<file path="config.mk">
export PLATFORM = sky130hd
export DESIGN_NAME = pcie_flr_sched
export DESIGN_NICKNAME = d
export VERILOG_FILES = /design/src/rtl/ofs_fim_pcie_pkg.sv /design/src/rtl/flr_req_fifo.sv /design/src/rtl/pcie_flr_sched.sv
export SDC_FILE = /design/constraint.sdc
export NUM_CORES = 1
export LEC_CHECK = 0
export CORE_MARGIN = 8
export CORE_UTILIZATION = 26
export CTS_BUF_LIST = sky130_fd_sc_hd__clkbuf_4
export DETAILED_ROUTE_END_ITERATION = 12
export SLEW_MARGIN = 20
export SYNTH_ARGS = -nofsm -noshare
export SYNTH_HDL_FRONTEND = slang
export SYNTH_SLANG_ARGS = --single-unit
export TNS_END_PERCENT = 10
</file>
<file path="constraint.sdc">
create_clock -name fim_clk -period 7.7 [get_ports fim_clk]
set_input_delay 0.77 -clock fim_clk [delete_from_list [all_inputs] [get_ports fim_clk]]
set_output_delay 0.77 -clock fim_clk [all_outputs]
set_load 0.01 [all_outputs]
</file>
<file path="src/rtl/ofs_fim_pcie_pkg.sv">
// Shared PCIe FIM types and constants.
// Holds the FLR request bundle and the FLR sequencer state encoding.
package ofs_fim_pcie_pkg;

  localparam int FIM_NUM_PF   = 4;
  localparam int FIM_PF_WIDTH = 2;
  localparam int FIM_VF_WIDTH = 11;

  typedef struct packed {
    logic                    is_vf;
    logic [FIM_PF_WIDTH-1:0] pf_num;
    logic [FIM_VF_WIDTH-1:0] vf_num;
  } t_flr_req;

  typedef enum logic [1:0] {
    IDLE,
    ASSERT,
    WAIT_ACK,
    DONE
  } t_flr_state;

  function automatic logic [FIM_PF_WIDTH-1:0] lowest_pf(
    input logic [FIM_NUM_PF-1:0] v
  );
    lowest_pf = '0;
    for (int i = FIM_NUM_PF - 1; i >= 0; i--) begin
      if (v[i]) lowest_pf = FIM_PF_WIDTH'(i);
    end
  endfunction

endpackage

</file>
<file path="src/rtl/flr_req_fifo.sv">
// Small synchronous FIFO of queued VF FLR requests.
// Push is accepted on a full FIFO when a pop happens in the same cycle.
module flr_req_fifo #(
  parameter int DEPTH = 4,
  parameter int W     = 8
) (
  input  logic         clk_i,
  input  logic         rst_i,
  input  logic         push_i,
  input  logic         pop_i,
  input  logic [W-1:0] din_i,
  output logic [W-1:0] dout_o,
  output logic         full_o,
  output logic         empty_o
);

  localparam int AW = $clog2(DEPTH);
  localparam logic [AW:0] FULL_CNT = (AW+1)'(DEPTH);

  logic [W-1:0]  mem_q [DEPTH];
  logic [AW-1:0] wr_q;
  logic [AW-1:0] rd_q;
  logic [AW:0]   cnt_q;
  logic          do_push;
  logic          do_pop;

  assign do_pop  = pop_i & (cnt_q != '0);
  assign do_push = push_i & ((cnt_q != FULL_CNT) | do_pop);

  always_ff @(posedge clk_i or posedge rst_i) begin
    if (rst_i) begin
      wr_q  <= '0;
      rd_q  <= '0;
      cnt_q <= '0;
    end else begin
      if (do_push) wr_q <= wr_q + 1'b1;
      if (do_pop)  rd_q <= rd_q + 1'b1;
      cnt_q <= cnt_q + {{AW{1'b0}}, do_push}
                     - {{AW{1'b0}}, do_pop};
    end
  end

  always_ff @(posedge clk_i) begin
    if (do_push) mem_q[wr_q] <= din_i;
  end

  assign dout_o  = mem_q[rd_q];
  assign full_o  = (cnt_q == FULL_CNT);
  assign empty_o = (cnt_q == '0);

endmodule

</file>
<file path="src/rtl/pcie_flr_sched.sv">
// FLR sequencer: one port reset per PF/VF FLR, then completion back.
// Define FLR_TIMEOUT_EN to bound the wait for afu_rst_ack.
module pcie_flr_sched
  import ofs_fim_pcie_pkg::*;
#(
  parameter int VF_QUEUE_DEPTH  = 4,
  parameter int RST_HOLD_CYCLES = 16,
  parameter int TIMEOUT_CYCLES  = 4096
) (
  input  logic                    fim_clk,
  input  logic                    fim_rst,
  input  logic [FIM_NUM_PF-1:0]   flr_active_pf,
  input  logic                    flr_rcvd_vf,
  input  logic [FIM_PF_WIDTH-1:0] flr_rcvd_pf_num,
  input  logic [FIM_VF_WIDTH-1:0] flr_rcvd_vf_num,
  output logic                    afu_rst_req,
  output logic                    afu_rst_is_vf,
  output logic [FIM_PF_WIDTH-1:0] afu_rst_pf_num,
  output logic [FIM_VF_WIDTH-1:0] afu_rst_vf_num,
  input  logic                    afu_rst_ack,
  output logic [FIM_NUM_PF-1:0]   flr_completed_pf,
  output logic                    flr_completed_vf,
  output logic [FIM_PF_WIDTH-1:0] flr_completed_pf_num,
  output logic [FIM_VF_WIDTH-1:0] flr_completed_vf_num,
  output logic                    flr_busy,
  output logic                    flr_q_overflow,
  output logic                    flr_timeout
);

  localparam int QW = FIM_PF_WIDTH + FIM_VF_WIDTH;
  localparam int HW = $clog2(RST_HOLD_CYCLES + 1);

  t_flr_state state_q, state_d;
  t_flr_req   tgt_q, tgt_d;

  logic [HW-1:0]           hold_q, hold_d;
  logic [FIM_NUM_PF-1:0]   act_q, pend_q, pend_d;
  logic [FIM_NUM_PF-1:0]   cpf_q, cpf_d;
  logic [FIM_NUM_PF-1:0]   rise, fall, done_mask;
  logic [FIM_PF_WIDTH-1:0] cpn_q, cpn_d;
  logic [FIM_VF_WIDTH-1:0] cvn_q, cvn_d;
  logic                    req_q, req_d;
  logic                    cvf_q, cvf_d;
  logic                    ovf_q, ovf_d;
  logic                    busy_q, busy_d;
  logic                    tmo_q, tmo_d;
  logic                    pop, full, empty, to_hit;
  logic [QW-1:0]           head;

  flr_req_fifo #(
    .DEPTH (VF_QUEUE_DEPTH),
    .W     (QW)
  ) u_fifo (
    .clk_i   (fim_clk),
    .rst_i   (fim_rst),
    .push_i  (flr_rcvd_vf),
    .pop_i   (pop),
    .din_i   ({flr_rcvd_pf_num, flr_rcvd_vf_num}),
    .dout_o  (head),
    .full_o  (full),
    .empty_o (empty)
  );

  assign rise = flr_active_pf & ~act_q;
  assign fall = ~flr_active_pf & act_q;

`ifdef FLR_TIMEOUT_EN
  localparam int TW = $clog2(TIMEOUT_CYCLES + 1);
  logic [TW-1:0] to_q;

  always_ff @(posedge fim_clk or posedge fim_rst) begin
    if (fim_rst) to_q <= '0;
    else to_q <= (state_q == WAIT_ACK) ? to_q + 1'b1 : '0;
  end

  assign to_hit = (state_q == WAIT_ACK) &&
                  (to_q == TW'(TIMEOUT_CYCLES - 1));
`else
  logic unused_to;
  assign unused_to = ^TIMEOUT_CYCLES;
  assign to_hit    = 1'b0;
`endif

  always_ff @(posedge fim_clk or posedge fim_rst) begin
    if (fim_rst) state_q <= IDLE;
    else state_q <= state_d;
  end

  always_comb begin
    state_d = state_q;
    pop     = 1'b0;
    unique case (state_q)
      IDLE: begin
        if (|pend_q) begin
          state_d = ASSERT;
        end else if (!empty) begin
          state_d = ASSERT;
          pop     = 1'b1;
        end
      end
      ASSERT:
        if (hold_q == HW'(RST_HOLD_CYCLES - 1)) state_d = WAIT_ACK;
      WAIT_ACK:
        if (afu_rst_ack || to_hit) state_d = DONE;
      DONE:
        state_d = IDLE;
      default:
        state_d = IDLE;
    endcase
  end

  always_comb begin
    req_d  = (state_d == ASSERT);
    hold_d = (state_q == ASSERT) ? hold_q + 1'b1 : '0;
    tgt_d  = tgt_q;
    if (state_q == IDLE && state_d == ASSERT) begin
      if (|pend_q) begin
        tgt_d.is_vf  = 1'b0;
        tgt_d.pf_num = lowest_pf(pend_q);
        tgt_d.vf_num = '0;
      end else begin
        tgt_d.is_vf  = 1'b1;
        tgt_d.pf_num = head[QW-1 -: FIM_PF_WIDTH];
        tgt_d.vf_num = head[FIM_VF_WIDTH-1:0];
      end
    end
    done_mask = '0;
    if (state_q == DONE && !tgt_q.is_vf)
      done_mask = FIM_NUM_PF'(1) << tgt_q.pf_num;
    // Abandoned PFs lose pending, so DONE sets no completion for them
    pend_d = (pend_q & ~fall & ~done_mask) | rise;
    cpf_d  = (cpf_q | (done_mask & pend_q)) & flr_active_pf;
    cvf_d  = (state_q == DONE) && tgt_q.is_vf;
    cpn_d  = cvf_d ? tgt_q.pf_num : cpn_q;
    cvn_d  = cvf_d ? tgt_q.vf_num : cvn_q;
    ovf_d  = ovf_q | (flr_rcvd_vf & full & ~pop);
    tmo_d  = tmo_q | (to_hit & ~afu_rst_ack);
    busy_d = (state_q != IDLE) | ~empty;
  end

  always_ff @(posedge fim_clk or posedge fim_rst) begin
    if (fim_rst) begin
      tgt_q  <= '0;
      hold_q <= '0;
      act_q  <= '0;
      pend_q <= '0;
      cpf_q  <= '0;
      cpn_q  <= '0;
      cvn_q  <= '0;
      req_q  <= 1'b0;
      cvf_q  <= 1'b0;
      ovf_q  <= 1'b0;
      busy_q <= 1'b0;
      tmo_q  <= 1'b0;
    end else begin
      tgt_q  <= tgt_d;
      hold_q <= hold_d;
      act_q  <= flr_active_pf;
      pend_q <= pend_d;
      cpf_q  <= cpf_d;
      cpn_q  <= cpn_d;
      cvn_q  <= cvn_d;
      req_q  <= req_d;
      cvf_q  <= cvf_d;
      ovf_q  <= ovf_d;
      busy_q <= busy_d;
      tmo_q  <= tmo_d;
    end
  end

  assign afu_rst_req          = req_q;
  assign afu_rst_is_vf        = tgt_q.is_vf;
  assign afu_rst_pf_num       = tgt_q.pf_num;
  assign afu_rst_vf_num       = tgt_q.vf_num;
  assign flr_completed_pf     = cpf_q;
  assign flr_completed_vf     = cvf_q;
  assign flr_completed_pf_num = cpn_q;
  assign flr_completed_vf_num = cvn_q;
  assign flr_busy             = busy_q;
  assign flr_q_overflow       = ovf_q;
  assign flr_timeout          = tmo_q;

endmodule

</file>
==> run_results.csv <==
group,metric,value,unit
sta,fin_crit,2.82,ns
clock_tree,cts_tree,"done",
detailed_routing,drt-initial-drc-count,115,
detailed_routing,via_per_inst,4.26,
logic_synthesis,async_reset_ff_frac,0.523,
floorplan,design.core.area,16300,um^2
place,preCtsSetupSlack,4.63,ns
critical_path,path_cells,"nor2_2, and3_1, ha_1, inv_1, ha_1, inv_1, fa_1, xnor2_1, xnor2_1",
critical_path,cp-end-kind,"register",
logic_synthesis,ys_ff_latch,109,
logic_synthesis,synth_ff_type,"dfrtp_1",
run,drv_cap,0,
place,place_area,5050,um^2
sta,fmax,355,MHz
floorplan,ios,57,
cells_and_area,fin_nets,342,
detailed_routing,wl_per_cell,15.5,um
cells_and_area,drive_above_1_share,0.142,
logic_synthesis,seq_area_frac_synth,0.698,
floorplan,dieArea,20800,um^2
detailed_routing,drc,0,
sta,finalSetupViolCount,0,
clock_tree,cts.sink_count,109,
detailed_routing,vias,2288,
logic_synthesis,synth_cells,255,
logic_synthesis,avgSynthCellArea,16.8,um^2
logic_synthesis,synth_area,4280,um^2
worst_hold_path,min_path_type,"register to register",
detailed_routing,drtAntennaViolNets,0,
critical_path,critPathTopFamily,"simple AND/OR/NAND/NOR gates",
logic_synthesis,netlist_top_cells_area,"edfxtp_1 (36%), dfrtp_1 (33%), mux4_2 (6.8%)",
logic_synthesis,synth_most_common_cell,"dfrtp_1",
power,power.density,290,nW/um^2
logic_synthesis,ys_types,52,
sta,fin_ws,4.88,ns
critical_path,max_stage_delay,0.56,ns
logic_synthesis,synth.top_cell.area_share,0.365,
detailed_routing,wirelength,8300,um
logic_synthesis,synth_top_cells_by_count,"dfrtp_1 (57), edfxtp_1 (52), inv_1 (19)",
critical_path,critical_path_class,"register to register",
clock_tree,post_cts_buffers,0,
clock_tree,clk_pin_slew,0.15,ns
clock_tree,post_cts_resized,0,
place,hpwlAfterDp,5920,um
critical_path,worst-path-max-fanout,13,
logic_synthesis,synth_edf_count,52,
floorplan,die_h,144,um
cells_and_area,fill_cells,1638,
global_route,grt_pass1_wl,13800,um
sta,period_share,0.366,
sta,relSlewSlack,0.409,
clock_tree,clkLatencyLatePin,0.45,ns
critical_path,required,8.06,ns
sta,fin_tns_setup,0,ns
sta,slew_viol_final,0,
critical_path,slowest_stage,"and3_1",
sta,finalHoldViolations,0,
sta,grt_setup_unrepaired,"false",
place,port_buffers,55,
sta,tightest_slew,0.887,ns
global_route,grt_pass1_vias,2534,
cells_and_area,syn_to_final_growth,21.8,%
place,gp_congestion,0.748,
run_status,status,"finished clean",
floorplan,die_width,144,um
critical_path,worst_setup_path_start_kind,"register",
floorplan,fp-row-count,47,
logic_synthesis,yosys_warnings,0,
floorplan,start_util,0.262,
global_route,antenna_found_initial,0,
clock_tree,cts_made_buffers,9,
detailed_routing,drt-pass1-iter-count,4,
global_route,gr-usage-all-layers,0.0876,
clock_tree,clock_tree.root_cell,"clkbuf_4",
global_route,grt_overflow,0,
clock_tree,h-tree-depth,3,
critical_path,arrival,3.17,ns
sta,fin_skew,0.0271,ns
global_route,grt_max_degree,58,
power,power.leakage,0.00201,uW
cells_and_area,fin_area,5210,um^2
cells_and_area,antennaDiodeCount,0,
clock_tree,cts_buffer_depth,2,
clock_tree,ctsHoldBuffers,0,
power,irDropWorstVdd,0.0833,mV
logic_synthesis,yosysTopAreaCell,"edfxtp_1",
critical_path,critPathBufInv,2,
logic_synthesis,synth_fp_nets,285,
## metal layers
metal / GRT usage / part of all wire / up-vias
li1: - / - / 1062
met1: 0.106 / 0.43 / 1167
met2: 0.143 / 0.50 / 49
met3: 0.0258 / 0.057 / 10
met4: 0.0394 / 0.018 / 0
met5: 0 / 0 / -
## cells by family (layout without fill, tap and decap cells)
kind of cell,count (synthesis),count (layout),share of synthesized area
mux,27,27,0.105
compound gates,35,35,0.0672
xor+xnor,7,7,0.0143
flops,109,109,0.698
simple gates,36,36,0.0512
fa+ha+maj,11,11,0.0327
other cells,1,1,0.000876
buf+inv,29,91,0.0307
## report_power, final
| part | switching (uW) | internal (uW) |
|---|---|---|
| sequential | 92.5 | 740 |
| combinational | 172 | 191 |
| clock | 176 | 139 |
## layout by cell type, fill, tap and decap left out, drive strengths merged, types with 2 or more instances in the layout
master         count
dfrtp             57
clkdlybuf4s50     55
edfxtp            52
inv               21
mux4              13
mux2              13
a22o              11
clkbuf            11
ha                 8
nor2               8
o21ai              6
xnor2              5
nand2              4
and2               4
nand3              2
and3               2
nor3b              2
o21a               2
a31oi              2
nor2b              2
o221ai             2
a21boi             2
maj3               2
nand2b             2
xor2               2
nor3               2
a21oi              2
bufinv             2
## worst reg2reg max path, delay by kind of cell, from the launching register on
family | cells | cell delay, ns
flip-flops | 1 | 0.52
adder cells (fa/ha/maj) | 3 | 0.83
XOR/XNOR | 2 | 0.32
buffers and inverters | 2 | 0.10
AND/OR/NAND/NOR | 2 | 0.96
## through the flow
stage	hold WS [ns]	utilization	power (uW)	cells
6_report	0.468	0.319	1510	537
3_3_place_gp	0.446	0.309	1200	521
4_1_cts	0.471	0.319	1540	537
5_1_grt	0.494	0.319	1610	537
3_5_place_dp	0.448	0.309	1220	521
2_1_floorplan	0.424	-	1060	255
## flip-flops by register name, indices dropped and copies added (netlist names)
name / flops
state_q: 2
afu_rst_vf_num: 11
u_fifo.mem_q: 52
flr_completed_pf_num: 2
flr_q_overflow: 1
flr_completed_pf: 4
afu_rst_pf_num: 2
afu_rst_req: 1
pend_q: 4
u_fifo.rd_q: 2
flr_busy: 1
flr_completed_vf_num: 11
act_q: 4
flr_completed_vf: 1
u_fifo.cnt_q: 3
hold_q: 5
afu_rst_is_vf: 1
u_fifo.wr_q: 2
## path summary, 6_finish.rpt
check	end	slack, ns	cells after the start	startpoint
max in group asynchronous	u_fifo.wr_q[0]$_DFFE_PP0P_	6.38	3	fim_rst
min	pend_q[3]$_DFF_PP0_	0.47	1	act_q[3]$_DFF_PP0_
max reg2reg	u_fifo.cnt_q[2]$_DFF_PP0_	4.88	9	state_q[1]$_DFF_PP0_
min reg2reg	pend_q[3]$_DFF_PP0_	0.47	1	act_q[3]$_DFF_PP0_
max	u_fifo.cnt_q[2]$_DFF_PP0_	4.88	9	state_q[1]$_DFF_PP0_
min in group asynchronous	flr_completed_vf$_DFF_PP0_	0.80	3	fim_rst
## cell type report
type	count	area, um^2	area share
clock buffer	11	82.6	0.0158
tap	220	275	0.0528
sequential	109	2990	0.573
clock inverter	5	76.3	0.0146
timing repair buffer	56	558	0.107
inverter	19	71.3	0.0137
multi-input combinational	117	1160	0.223
(Power assumes the default switching activity.)
